$ cat src/rtl/legv8_pkg.sv
// legv8_pkg: shared encodings, control-word layout and helpers for the LEGv8 sequencer
package legv8_pkg;
  localparam logic [1:0] ST_IDLE = 2'b00, ST_EX0 = 2'b01, ST_EX1 = 2'b10, ST_HALT = 2'b11;
  localparam logic [1:0] PS_HOLD = 2'b00, PS_INC = 2'b01, PS_BR = 2'b10, PS_REG = 2'b11;
  localparam logic [4:0] FS_AND = 5'b00000, FS_ORR = 5'b00100, FS_ADD = 5'b01000, FS_SUB = 5'b01001;
  localparam logic [4:0] FS_EOR = 5'b01100, FS_LSL = 5'b10000, FS_LSR = 5'b10100;
  localparam logic [10:0] OP_ADD = 11'b10001011000, OP_ADDS = 11'b10101011000;
  localparam logic [10:0] OP_SUB = 11'b11001011000, OP_SUBS = 11'b11101011000;
  localparam logic [10:0] OP_AND = 11'b10001010000, OP_ANDS = 11'b11101010000;
  localparam logic [10:0] OP_ORR = 11'b10101010000, OP_EOR = 11'b11001010000;
  localparam logic [10:0] OP_LSL = 11'b11010011011, OP_LSR = 11'b11010011010;
  localparam logic [10:0] OP_BR = 11'b11010110000, OP_LDUR = 11'b11111000010, OP_STUR = 11'b11111000000;
  localparam logic [9:0] OP_ADDI = 10'b1001000100, OP_SUBI = 10'b1101000100;
  localparam logic [8:0] OP_MOVZ = 9'b110100101;
  localparam logic [5:0] OP_B = 6'b000101, OP_BL = 6'b100101;
  localparam logic [7:0] OP_CBZ = 8'b10110100, OP_CBNZ = 8'b10110101, OP_BCOND = 8'b01010100;
  localparam logic [3:0] CC_EQ = 4'd0, CC_NE = 4'd1, CC_HS = 4'd2, CC_LO = 4'd3, CC_MI = 4'd4;
  localparam logic [3:0] CC_PL = 4'd5, CC_VS = 4'd6, CC_VC = 4'd7, CC_HI = 4'd8, CC_LS = 4'd9;
  localparam logic [3:0] CC_GE = 4'd10, CC_LT = 4'd11, CC_GT = 4'd12, CC_LE = 4'd13;
  localparam int CW_W = 94;
  localparam int DA_LSB = 0, SA_LSB = 5, SB_LSB = 10, FS_LSB = 15, PS_LSB = 20, WR_BIT = 22;
  localparam int WM_BIT = 23, SL_BIT = 24, BSEL_BIT = 25, PCSEL_BIT = 26, EN_ALU_BIT = 27;
  localparam int EN_MEM_BIT = 28, EN_PC_BIT = 29, K_LSB = 30;
  typedef enum logic [3:0] {
    CL_ILL, CL_ALU, CL_ALUI, CL_SHIFT, CL_MOVZ, CL_LDUR, CL_STUR,
    CL_B, CL_BL, CL_BR, CL_CBZ, CL_CBNZ, CL_BCOND
  } iclass_e;
  typedef struct packed {
    logic [63:0] k;
    logic        en_pc, en_mem, en_alu, pcsel, bsel, sl, wm, wr;
    logic [1:0]  ps;
    logic [4:0]  fs, sb, sa, da;
  } cw_t;
  function automatic logic [CW_W-1:0] pack_cw(cw_t c);
    logic [CW_W-1:0] w;
    w = '0;
    w[K_LSB +: 64] = c.k;
    w[EN_PC_BIT]   = c.en_pc;
    w[EN_MEM_BIT]  = c.en_mem;
    w[EN_ALU_BIT]  = c.en_alu;
    w[PCSEL_BIT]   = c.pcsel;
    w[BSEL_BIT]    = c.bsel;
    w[SL_BIT]      = c.sl;
    w[WM_BIT]      = c.wm;
    w[WR_BIT]      = c.wr;
    w[PS_LSB +: 2] = c.ps;
    w[FS_LSB +: 5] = c.fs;
    w[SB_LSB +: 5] = c.sb;
    w[SA_LSB +: 5] = c.sa;
    w[DA_LSB +: 5] = c.da;
    return w;
  endfunction
  // f = {V,C,N,Z}; codes 14/15 are always
  function automatic logic cond_taken(logic [3:0] cc, logic [3:0] f);
    case (cc)
      CC_EQ: return f[0];
      CC_NE: return ~f[0];
      CC_HS: return f[2];
      CC_LO: return ~f[2];
      CC_MI: return f[1];
      CC_PL: return ~f[1];
      CC_VS: return f[3];
      CC_VC: return ~f[3];
      CC_HI: return f[2] & ~f[0];
      CC_LS: return ~f[2] | f[0];
      CC_GE: return f[1] == f[3];
      CC_LT: return f[1] != f[3];
      CC_GT: return ~f[0] & (f[1] == f[3]);
      CC_LE: return f[0] | (f[1] != f[3]);
      default: return 1'b1;
    endcase
  endfunction
endpackage

$ cat src/rtl/legv8_decode.sv
// legv8_decode: combinational instruction classifier with immediate extraction
module legv8_decode
  import legv8_pkg::*;
(
  input  logic [31:0] instruction_i,
  output iclass_e     cls_o,
  output logic [4:0]  fs_o,
  output logic        sl_o,
  output logic [63:0] imm_o,
  output logic [4:0]  rd_o,
  output logic [4:0]  rn_o,
  output logic [4:0]  rm_o,
  output logic [3:0]  cond_o,
  output logic        illegal_o
);
  logic [31:0] x;
  logic [10:0] op11;
  assign x = instruction_i;
  assign op11 = x[31:21];
  assign rd_o = x[4:0];
  assign rn_o = x[9:5];
  assign rm_o = x[20:16];
  assign cond_o = x[3:0];
  assign illegal_o = cls_o == CL_ILL;
  always_comb begin
    cls_o = CL_ILL;
    fs_o = FS_AND;
    sl_o = 1'b0;
    imm_o = '0;
    if (op11 == OP_ADD || op11 == OP_ADDS) begin
      cls_o = CL_ALU; fs_o = FS_ADD; sl_o = op11 == OP_ADDS;
    end else if (op11 == OP_SUB || op11 == OP_SUBS) begin
      cls_o = CL_ALU; fs_o = FS_SUB; sl_o = op11 == OP_SUBS;
    end else if (op11 == OP_AND || op11 == OP_ANDS) begin
      cls_o = CL_ALU; fs_o = FS_AND; sl_o = op11 == OP_ANDS;
    end else if (op11 == OP_ORR || op11 == OP_EOR) begin
      cls_o = CL_ALU; fs_o = (op11 == OP_ORR) ? FS_ORR : FS_EOR;
    end else if (op11 == OP_LSL || op11 == OP_LSR) begin
      cls_o = CL_SHIFT; fs_o = (op11 == OP_LSL) ? FS_LSL : FS_LSR; imm_o = {58'b0, x[15:10]};
    end else if (op11 == OP_BR) begin
      cls_o = CL_BR; fs_o = FS_ORR;
    end else if (op11 == OP_LDUR || op11 == OP_STUR) begin
      cls_o = (op11 == OP_LDUR) ? CL_LDUR : CL_STUR; fs_o = FS_ADD; imm_o = {{55{x[20]}}, x[20:12]};
    end else if (x[31:22] == OP_ADDI || x[31:22] == OP_SUBI) begin
      cls_o = CL_ALUI; fs_o = (x[31:22] == OP_ADDI) ? FS_ADD : FS_SUB; imm_o = {52'b0, x[21:10]};
    end else if (x[31:23] == OP_MOVZ) begin
      cls_o = CL_MOVZ; fs_o = FS_ORR; imm_o = {48'b0, x[20:5]} << {x[22:21], 4'b0};
    end else if (x[31:26] == OP_B || x[31:26] == OP_BL) begin
      cls_o = (x[31:26] == OP_B) ? CL_B : CL_BL; imm_o = {{38{x[25]}}, x[25:0]};
    end else if (x[31:24] == OP_CBZ || x[31:24] == OP_CBNZ || x[31:24] == OP_BCOND) begin
      cls_o = (x[31:24] == OP_CBZ) ? CL_CBZ : (x[31:24] == OP_CBNZ) ? CL_CBNZ : CL_BCOND;
      fs_o = (x[31:24] == OP_BCOND) ? FS_AND : FS_ORR;
      imm_o = {{45{x[23]}}, x[23:5]};
    end
  end
endmodule

$ cat src/rtl/legv8_sequencer.sv
// legv8_sequencer: multi-cycle LEGv8 control FSM driving the datapath control word
module legv8_sequencer
  import legv8_pkg::*;
#(
  parameter int RESET_IDLE_CYCLES = 1
) (
  input  logic        clock,
  input  logic        reset,
  input  logic [31:0] instruction,
  input  logic [4:0]  status,
  output logic [93:0] control_word,
  output logic        halted,
  output logic [1:0]  state
);
  localparam logic [7:0] IDLE_LAST = 8'(RESET_IDLE_CYCLES - 1);
  logic [1:0] st_q, st_d;
  logic [7:0] cnt_q, cnt_d;
  iclass_e cls;
  logic [4:0] fs, rd, rn, rm;
  logic [3:0] cond;
  logic [63:0] imm;
  logic sl, illegal;
  cw_t c;
  legv8_decode u_decode (
    .instruction_i(instruction),
    .cls_o(cls),
    .fs_o(fs),
    .sl_o(sl),
    .imm_o(imm),
    .rd_o(rd),
    .rn_o(rn),
    .rm_o(rm),
    .cond_o(cond),
    .illegal_o(illegal)
  );
  always_comb begin
    st_d = (st_q == ST_IDLE) ? ((cnt_q == IDLE_LAST) ? ST_EX0 : ST_IDLE) :
           (st_q == ST_EX0)  ? (illegal ? ST_HALT : (cls == CL_LDUR) ? ST_EX1 : ST_EX0) :
           (st_q == ST_EX1)  ? ST_EX0 : ST_HALT;
    cnt_d = (st_q == ST_IDLE && cnt_q != IDLE_LAST) ? cnt_q + 8'd1 : cnt_q;
  end
  always_ff @(posedge clock or negedge reset) begin
    if (!reset) begin
      st_q <= ST_IDLE;
      cnt_q <= '0;
    end else begin
      st_q <= st_d;
      cnt_q <= cnt_d;
    end
  end
  // Mealy: fields come straight from the live instruction/status; EX1 replays the held LDUR
  always_comb begin
    c = '0;
    c.k = imm;
    c.fs = fs;
    c.sl = sl;
    c.da = rd;
    c.sa = rn;
    c.sb = rm;
    case (cls)
      CL_ALU: begin c.en_alu = 1'b1; c.wr = 1'b1; c.ps = PS_INC; end
      CL_ALUI, CL_SHIFT: begin c.bsel = 1'b1; c.en_alu = 1'b1; c.wr = 1'b1; c.ps = PS_INC; end
      CL_MOVZ: begin c.sa = 5'd31; c.bsel = 1'b1; c.en_alu = 1'b1; c.wr = 1'b1; c.ps = PS_INC; end
      CL_LDUR: begin
        c.bsel = 1'b1;
        c.en_mem = st_q == ST_EX1;
        c.wr = st_q == ST_EX1;
        c.ps = (st_q == ST_EX1) ? PS_INC : PS_HOLD;
      end
      CL_STUR: begin c.bsel = 1'b1; c.wm = 1'b1; c.sb = rd; c.ps = PS_INC; end
      CL_B: c.ps = PS_BR;
      CL_BL: begin c.ps = PS_BR; c.en_pc = 1'b1; c.wr = 1'b1; c.da = 5'd30; end
      CL_BR: begin c.sb = 5'd31; c.ps = PS_REG; end
      CL_CBZ, CL_CBNZ: begin
        c.sa = 5'd31;
        c.sb = rd;
        c.ps = (status[0] == (cls == CL_CBZ)) ? PS_BR : PS_INC;
      end
      CL_BCOND: c.ps = cond_taken(cond, status[4:1]) ? PS_BR : PS_INC;
      default: ;
    endcase
    control_word = (st_q == ST_EX1 || (st_q == ST_EX0 && !illegal)) ? pack_cw(c) : '0;
  end
  assign halted = st_q == ST_HALT;
  assign state = st_q;
endmodule

$ cat config.mk
export PLATFORM = sky130hd
export DESIGN_NAME = legv8_sequencer
export DESIGN_NICKNAME = d
export VERILOG_FILES = /design/src/rtl/legv8_pkg.sv /design/src/rtl/legv8_decode.sv /design/src/rtl/legv8_sequencer.sv
export SDC_FILE = /design/constraint.sdc
export NUM_CORES = 1
export LEC_CHECK = 0
export CORE_ASPECT_RATIO = 1.1
export CORE_MARGIN = 3
export CORE_UTILIZATION = 39
export CTS_BUF_LIST = sky130_fd_sc_hd__clkbuf_16
export CTS_CLUSTER_DIAMETER = 50
export DETAILED_ROUTE_END_ITERATION = 10
export PLACE_DENSITY = 0.81
export SYNTH_ARGS = -nofsm -noshare
export SYNTH_HDL_FRONTEND = slang
export SYNTH_SLANG_ARGS = --single-unit
$ cat constraint.sdc
create_clock -name clock -period 2.3 [get_ports clock]
set_input_delay 0.23 -clock clock [delete_from_list [all_inputs] [get_ports clock]]
set_output_delay 0.23 -clock clock [all_outputs]
set_load 0.05 [all_outputs]
==> implementation parameters, run 1 <==
Parameter                              Value

Run status
  Stop stage    clock tree synthesis
  Status    did not finish
  First Error    [ERROR DPL-0038] Utilization greater than 100%, impossible to legalize

Synth
  Mean cell area of the mapped netlist    6.10 um2
  Xor-xnor portion of the synthesized cell area    4.27%
  Gate count of the mapped netlist    471
  Async SR Flop Fraction    100%
  Synthesized-area fraction occupied by and/or/nand/nor cells    44.8%
  Synth Area in Adders    0.871%
  Post-synthesis mux area share    0.784%
  Number of distinct standard cells referenced by the synthesized netlist    64
  Area fraction in compound gates after synthesis    31.7%
  Sequential share of the synthesized area    8.71%
  Total of warnings raised by yosys    0
  Ys flop type    dfrtp_1
  Dominant combinational cell family by area after synthesis    simple AND/OR/NAND/NOR gates
  Count of flip-flops with a built-in enable after synthesis    0
  Flip-flop and latch count after synthesis    10
  Summed instance area of the synthesized netlist    0.00287 mm2

CTS
  Htree depth    1
  Clk root buf    clkbuf_16
  Post-CTS Setup Inserts    26
  Number of buffers inserted during clock tree synthesis    3
  Clock Tree Buf Depth    2
  Sink Count    10
  Post-cts sizing count    214
  Quantity of hold-fixing buffers added after cts    0

Die
  I/O Pins    136
  Starting density of the core    40.5%
  Site Rows    32
  Die boundary width    87.8 um
  Height of the die    96.0 um

Placement
  Routability congestion estimate    1.06
  Buffers on Ports    133
  Detailed placer's ending HPWL    14,800 um
-- through the flow --
step	hold WS, ns	instances	setup slack [ns]	area [um2]	utilization (%)
detailed placement	0.469	753	-0.986	6790	95.7
floorplan	-0.0656	472	-0.429	3990	-
global placement	0.464	753	-0.720	6790	95.7
-- cell usage after synthesis (3+ instances only) --
cell type / count / area share (%)
nor3b_1: 3 / 0.78
o221ai_1: 3 / 0.92
nand2b_1: 4 / 0.87
nand4_1: 5 / 1.1
nor2_1: 55 / 7.2
buf_4: 3 / 0.78
o21a_1: 3 / 0.78
and4_1: 4 / 1.2
o22ai_1: 6 / 1.3
inv_1: 4 / 0.52
and2_1: 4 / 0.87
or3_1: 4 / 0.87
nor4_1: 4 / 0.87
xor2_1: 4 / 1.2
nand2_1: 89 / 12
nand3b_1: 4 / 1.0
a22oi_1: 5 / 1.3
a211oi_2: 5 / 2.2
and3b_1: 5 / 1.5
a21oi_1: 50 / 8.7
nor4b_1: 3 / 0.92
dfrtp_1: 10 / 8.7
and3_1: 20 / 4.4
buf_6: 3 / 1.2
xnor2_1: 10 / 3.0
nand3_1: 10 / 1.7
a221oi_1: 13 / 4.0
nor2b_1: 6 / 1.3
a31oi_1: 9 / 2.0
buf_1: 10 / 1.3
nor3_1: 12 / 2.1
o21ai_0: 23 / 4.0
clkbuf_1: 28 / 3.7
buf_2: 7 / 1.2
-- cells by family after synthesis --
family | count (synthesis)
AOI/OAI and AO/OA | 139
xor gates and xnor gates | 14
adders and majority gates | 2
buffers and inverters | 55
DFF | 10
muxes | 1
other | 1
and+or+nand+nor | 249
==> run 2: changes to the inputs <==
==> config.mk (replaced) <==
export PLATFORM = sky130hd
export DESIGN_NAME = legv8_sequencer
export DESIGN_NICKNAME = d
export VERILOG_FILES = /design/src/rtl/legv8_pkg.sv /design/src/rtl/legv8_decode.sv /design/src/rtl/legv8_sequencer.sv
export SDC_FILE = /design/constraint.sdc
export NUM_CORES = 1
export LEC_CHECK = 0
export CORE_MARGIN = 3
export CORE_UTILIZATION = 31
export DETAILED_ROUTE_END_ITERATION = 10
export PLACE_DENSITY_LB_ADDON = 0.15
export SYNTH_ARGS = -nofsm -noshare
export SYNTH_HDL_FRONTEND = slang
export SYNTH_SLANG_ARGS = --single-unit
==> constraint.sdc (replaced) <==
create_clock -name clock -period 3 [get_ports clock]
set_input_delay 0.3 -clock clock [delete_from_list [all_inputs] [get_ports clock]]
set_output_delay 0.3 -clock clock [all_outputs]
set_load 0.05 [all_outputs]
==> run 2 against run 1 <==
Synthesized area did not move. The flow now finishes without violations. Synthesized cell count unchanged.
==> implementation parameters, run 2 <==
Parameter                              Value

Global routing
  Most Crowded Layer GR    met2
  Met1 GRT Util    33.6%
  Number of global-route vias before repair    4,142
  Largest net degree at the start of global routing    40
  Met3 track demand over resource    1.84%
  Number of antenna violations at the first check in global routing    0
  Residual overflow from global routing    0
  GR Layer Usage met2    45.8%
  Overall Global Routing Usage    25.8%
  First-pass GRT wire length    21,700 um

Placement
  Cell count after placement    746 (-0.93%)
  Detailed placer's ending HPWL    10,800 um (-27%)
  Buffers on Ports    133 (unchanged)
  Routability congestion estimate    0.960 (-9.6%)
  Pre-CTS setup slack    -0.259 ns (+0.727 ns)

Cells and area
  Most frequent cells in the layout    101 x buf_4, 88 x nand2_1, 77 x buf_12
  Layout cells sized above 1    38.8%
  Synthesis-to-layout area growth    109%
  Antenna Cells    0
  Area of the multi-input gates    0.00275 mm2
  Number of flip-flops in the largest register    8
  Largest register by flop count    cnt_q
  Number of nets in the final layout    691
  Filler cells    751
  Most common cell after layout, fill and taps aside    buf_4
  Final non-filler cell total    757
  Register area    250 um2

Pwr
  Static leakage    2.31 nW
  Worst IR drop on VDD    0.000282 V
  Switch Pwr    0.206 mW
  Clock network fraction of design power    27.8%
  Power share of the sequential group    23.2%
  Cell Int Power    0.377 mW
  Fraction of power spent switching nets    35.4%
  Part of the power in combinational logic    49.0%
  Areal power density over the cells    97.4 mW/mm2

STA
  Worst-case headroom to the max-slew limit    66.4%
  Pins Over Slew Limit    0
  Final WS setup    0.0905 ns
  Max Clock Skew    0.00114 ns
  Final Critical Period    2.91 ns
  Final period util    97.0%
  Hold violation count in the final report    0
  Maximum clock rate    344 MHz
  Number of setup violations in the final report    0
  Slew at the pin closest to its max-slew limit    0.505 ns

Synth
  Mean cell area of the mapped netlist    6.10 um2 (unchanged)
  Post-synthesis mux area share    0.784% (unchanged)
  Area contributors post-synth    nand2_1 12%, a21oi_1 8.7%, dfrtp_1 8.7%
  Xor-xnor portion of the synthesized cell area    4.27% (unchanged)
  Summed instance area of the synthesized netlist    0.00287 mm2 (unchanged)
  Async SR Flop Fraction    100% (unchanged)
  Post-synth top area share    11.6% (unchanged)
  Cell taking the most area after synthesis    nand2_1
  Total of warnings raised by yosys    0 (unchanged)
  Flip-flop and latch count after synthesis    10 (unchanged)
  Sequential share of the synthesized area    8.71% (unchanged)
  Area fraction in compound gates after synthesis    31.7% (unchanged)
  Most frequent cell after synthesis    nand2_1
  Synth Area in Adders    0.871% (unchanged)
  Number of distinct standard cells referenced by the synthesized netlist    64 (unchanged)
  Count of flip-flops with a built-in enable after synthesis    0 (unchanged)
  Ys flop type    dfrtp_1
  Ranking of synthesized cells by instance count    89 x nand2_1, 55 x nor2_1, 50 x a21oi_1
  Gate count of the mapped netlist    471 (unchanged)
  Dominant combinational cell family by area after synthesis    simple AND/OR/NAND/NOR gates
  Synthesized-area fraction occupied by and/or/nand/nor cells    44.8% (unchanged)

Route
  Number of design rule violations left after detail routing    0
  Detail-routed via count per cell    5.86
  Aggregate routed wire length    13,900 um
  Number of routed nets with antenna violations    0
  Routed vias    4,433
  Number of iterations in the first detailed-routing pass    5
  Violation count after the first detailed-routing iteration    270
  Drt wl/cell    18.4 um

Die
  I/O Pins    136 (unchanged)
  Starting density of the core    32.5% (-8.1 points)
  Die boundary width    102 um (+16%)
  Die footprint    0.0105 mm2
  Core ar.    0.00885 mm2
  Height of the die    102 um (+6.5%)
  Site Rows    34 (+6.3%)

CTS
  Sink Count    10 (unchanged)
  Clock Tree Buf Depth    2 (unchanged)
  Number of buffers inserted during clock tree synthesis    3 (unchanged)
  Quantity of hold-fixing buffers added after cts    0 (unchanged)
  Clock latency on the worst-skew pair    0.23 ns
  Clock input transition at the sequential cells of the worst setup and hold paths    0.04 ns
  Clock tree from TritonCTS    done
  Htree depth    1 (unchanged)
  Clk root buf    clkbuf_8

Critical path
  CP Capture Type    output pin
  CP max FO    7
  Slack of the worst reg-to-reg path    1.05 ns
  Required time at the worst-slack endpoint    2.70 ns
  Data arrival at the endpoint of the critical path    2.61 ns
  Type of the worst setup path    in2out
  Crit start category    input pin

Min path
  Hold Path Class    in2async

Run status
  Status    finished, final reports clean

Job
  Maximum capacitance violations    0
-- run 2: kinds of logic (layout without fill, tap and decap cells) --
kind of cell	count (synthesis)	in the layout
and+or+nand+nor	249	249
AOI/OAI and AO/OA	139	139
other	1	2
xor gates and xnor gates	14	14
muxes	1	1
adders and majority gates	2	2
DFF	10	10
buffers and inverters	55	232
-- run 2: worst paths after layout --
| path | from | end | cells after the start |
|---|---|---|---|
| setup / recovery | instruction[27] | control_word[15] | 10 |
| hold / removal | reset | cnt_q[0] | 1 |
| setup reg to reg | cnt_q[0] | cnt_q[7] | 9 |
| hold reg to reg | cnt_q[7] | cnt_q[7] | 1 |
| max in group asynchronous | reset | cnt_q[1] | 1 |
| min in group clock | cnt_q[7] | cnt_q[7] | 1 |
-- run 2: area by class of cell --
cell class,instances,share of cell area [%]
repair buffers,224,46.5
multi-input cells,407,45.9
flip-flops and latches,10,4.18
well taps,108,2.26
clock buffers,4,0.919
inverters,4,0.251
-- run 2: metrics by stage --
stage	hold slack, ns	instance area [um2]	power [mW]	setup TNS, ns	utilization (%)
2_1_floorplan	0.00441	3060	0.261	-1.60	-
3_3_place_gp	0.466	5660	0.400	-2.91	64.0
3_5_place_dp	0.471	5660	0.405	-7.66	64.0
4_1_cts	0.394	5910	0.577	0	66.8
5_1_grt	0.413	5990	0.618	-0.00938	67.7
6_report	0.376	5990	0.583	0	67.7
-- run 2: metal layers --
| metal | vias up | part of all wire, % |
|---|---|---|
| li1 | 2072 | - |
| met5 | - | 0 |
| met3 | 39 | 7.3 |
| met1 | 2104 | 40 |
| met2 | 218 | 50 |
| met4 | 0 | 2.6 |
-- run 2: worst max-delay path, stage by stage --
cell and delay [ns]:
dlygate4sd2_1 0.25, buf_6 0.13, nand2b_1 0.15, or4_4 0.53
and4_4 0.22, and4_4 0.19, o21a_4 0.23, buf_4 0.20
nor3b_4 0.24, buf_12 0.16
-- run 2: power by group through the flow --
stage | Combinational, mW | Clock [mW] | Sequential (mW)
5_1_grt | 0.305 | 0.178 | 0.135
3_3_place_gp | 0.262 | 0 | 0.137
3_5_place_dp | 0.268 | 0 | 0.137
4_1_cts | 0.274 | 0.167 | 0.135
6_report | 0.286 | 0.162 | 0.135
2_1_floorplan | 0.124 | 0 | 0.137
-- run 2: what timing repair did --
| action | CTS | global route |
|---|---|---|
| gates resized for setup | 38 | 12 |
| setup endpoints to repair | 89 | 65 |
| setup buffers | 2 | 3 |
| pin swaps | 9 | 4 |
| gates cloned | 1 | 1 |
(Power assumes the default switching activity.)
==> run 3: changes to the inputs <==
==> constraint.sdc (replaced) <==
create_clock -name clock -period 3.7 [get_ports clock]
set_input_delay 0.37 -clock clock [delete_from_list [all_inputs] [get_ports clock]]
set_output_delay 0.37 -clock clock [all_outputs]
set_load 0.05 [all_outputs]
==> run 3 against run 2 <==
Combinational power fell by 32%. Global-route usage fell by 1.8 points. Non-clock buffer count fell by 54.
==> implementation parameters, run 3 (synthesized netlist as in run 2, its figures left out) <==
Parameter                              Value

Cells and area
  Filler cells    809 (+7.7%)
  Synthesis-to-layout area growth    88.5%
  Most common cell after layout, fill and taps aside    buf_12
  Most frequent cells in the layout    95 x buf_12, 88 x nand2_1, 55 x nor2_1
  Largest register by flop count    cnt_q
  Core occupancy in the finished layout    61.2% (-6.5 points)
  Finished Cell Area    0.00541 mm2 (-9.7%)
  Number of nets in the final layout    637 (-7.8%)
  Final non-filler cell total    702 (-7.3%)
  Layout cells sized above 1    25.9% (-13 points)
  Antenna Cells    0 (unchanged)
  Number of flip-flops in the largest register    8 (unchanged)

CTS
  Htree depth    1 (unchanged)
  Clock latency on the worst-skew pair    0.22 ns (about the same)
  Clock tree from TritonCTS    done
  Post-cts sizing count    0 (-100%)
  Number of buffers inserted during clock tree synthesis    3 (unchanged)
  Post-CTS Setup Inserts    0 (-2)
  Clk root buf    clkbuf_8
  Quantity of hold-fixing buffers added after cts    0 (unchanged)
  Sink Count    10 (unchanged)
  Clock input transition at the sequential cells of the worst setup and hold paths    0.04 ns (about the same)
  Clock Tree Buf Depth    2 (unchanged)

STA
  Worst hold slack    0.450 ns (+0.0741 ns)
  Max Clock Skew    0.00202 ns (+0.000889 ns)
  Final period util    97.0%
  Maximum clock rate    279 MHz
  Hold violation count in the final report    0 (unchanged)
  Slew at the pin closest to its max-slew limit    0.788 ns (+0.283 ns)
  Number of setup violations in the final report    0 (unchanged)
  RSZ-0062 raised after global routing    no
  Final WS setup    0.111 ns (+0.0200 ns)
  Final Critical Period    3.59 ns
  Worst-case headroom to the max-slew limit    47.2% (-19 points)
  Pins Over Slew Limit    0 (unchanged)

Critical path
  RR Endpoint    cnt_q[7]
  Type of the worst setup path    in2out
  Slack of the worst reg-to-reg path    1.40 ns (+0.35 ns)
  CP max FO    23 (+16)
  Delay of the slowest critical-path stage    0.62 ns (+0.09 ns)
  Required time at the worst-slack endpoint    3.33 ns (+0.63 ns)
  Worst flop-to-flop path startpoint    cnt_q[0]
  Cells traversed along the worst timing path    clkdlybuf4s50_1 -> or3b_1 -> or4_4 -> and4_4 -> and4_4 -> o21a_2 -> buf_12 -> nor3_1 -> buf_12
  Critical path's slowest cell    clkdlybuf4s50_1
  Crit start category    input pin
  CP Capture Type    output pin
  Crit path buffers/inverters    3 (-1)
  Worst Reg-to-Reg Cells    8 (-1)
  Top delay family on crit path    simple AND/OR/NAND/NOR gates
  Data arrival at the endpoint of the critical path    3.22 ns (+0.61 ns)
  Stages on the worst setup path    9 (-1)

Placement
  Buffers on Ports    133 (unchanged)
  Routability congestion estimate    1.05 (+9.7%)
  Cell area after placement    0.00536 mm2 (-5.4%)
  Pre-CTS setup slack    0.0979 ns (+0.357 ns)
  Detailed placer's ending HPWL    10,600 um (-2.1%)
  Cell count after placement    699 (-6.3%)

Global routing
  Number of global-route vias before repair    3,791 (-8.5%)
  Largest net degree at the start of global routing    40 (unchanged)
  Most Crowded Layer GR    met2
  Residual overflow from global routing    0 (unchanged)
  Met1 GRT Util    34.5% (+0.82 points)
  GR Layer Usage met2    38.8% (-6.9 points)
  First-pass GRT wire length    20,200 um (-6.9%)
  Overall Global Routing Usage    24.0% (-1.8 points)
  Met3 track demand over resource    2.25% (+0.41 points)
  Number of antenna violations at the first check in global routing    0 (unchanged)

Die
  Die boundary width    102 um (unchanged)
  I/O Pins    136 (unchanged)
  Core ar.    0.00885 mm2 (unchanged)
  Height of the die    102 um (unchanged)
  Die footprint    0.0105 mm2 (unchanged)
  Starting density of the core    32.5% (unchanged)
  Site Rows    34 (unchanged)

Route
  Drt wl/cell    18.8 um (+2.0%)
  Violation count after the first detailed-routing iteration    263 (-2.6%)
  Aggregate routed wire length    13,200 um (-5.4%)
  Routed vias    4,127 (-6.9%)
  Number of routed nets with antenna violations    0 (unchanged)
  Number of iterations in the first detailed-routing pass    6 (+1)
  Detail-routed via count per cell    5.88 (+0.39%)
  Number of design rule violations left after detail routing    0 (unchanged)

Pwr
  Worst IR drop on VDD    0.000334 V (+18%)
  Part of the power in combinational logic    47.5% (-1.5 points)
  Areal power density over the cells    75.9 mW/mm2 (-22%)
  Static leakage    1.96 nW (-15%)
  Power share of the sequential group    26.7% (+3.5 points)
  Clock network fraction of design power    25.7% (-2.1 points)
  Switch Pwr    0.148 mW (-28%)
  Cell Int Power    0.262 mW (-30%)
  Fraction of power spent switching nets    36.1% (+0.72 points)

Min path
  Hold Path Class    in2async

Run status
  Status    finished, final reports clean

Job
  Maximum capacitance violations    0 (unchanged)
==> run 3: cell types whose count changed in the layout (fill, tap and decap cells not counted), sizes merged <==
| cell | previous run | this run |
|---|---|---|
| clkbuf | 7 | 3 |
| clkdlybuf4s15 | 1 | 0 |
| clkdlybuf4s50 | 30 | 41 |
| dlygate4sd2 | 6 | 0 |
| buf | 182 | 129 |
| dlymetal6s2s | 2 | 0 |
==> run 3: cell type report <==
cell class                 instances  area (um2)  share of cell area [%]
timing repair buffer             170        2570                    47.4
multi-input combinational        407        2400                    44.4
sequential                        10         250                    4.62
tap                              108         135                    2.50
clock buffer                       3        41.3                   0.763
inverter                           4        15.0                   0.277
==> run 3: worst max path at each step <==
stage / startpoint / endpoint / slack (ns)
finish: instruction[30] / control_word[33] / 0.11
CTS: instruction[30] / control_word[31] / 0.09
detailed placement: instruction[30] / control_word[31] / 0.1
floorplan: instruction[26] / control_word[38] / -0.12
global placement: instruction[30] / control_word[31] / 0.19
global route: instruction[30] / control_word[33] / 0.04
==> run 3: power by group through the flow <==
stage	clock [mW]	combinational, mW	sequential, mW
floorplan	0	0.0963	0.111
global placement	0	0.190	0.111
detailed placement	0	0.191	0.111
CTS	0.108	0.192	0.110
global route	0.116	0.210	0.110
finish	0.106	0.195	0.110
==> run 3: layer usage <==
layer	part of all wire (%)	wire length (um)	vias up
met2	46	6050	213
li1	-	-	1962
met5	0	0	-
met3	8.4	1100	21
met1	44	5750	1931
met4	2.1	279	0
==> run 3: metrics by stage <==
stage / total power [mW] / setup TNS (ns)
final: 0.411 / 0
after global routing: 0.435 / 0
after CTS: 0.409 / 0
after detailed placement: 0.302 / 0
after global placement: 0.301 / 0
after floorplan: 0.208 / -0.242
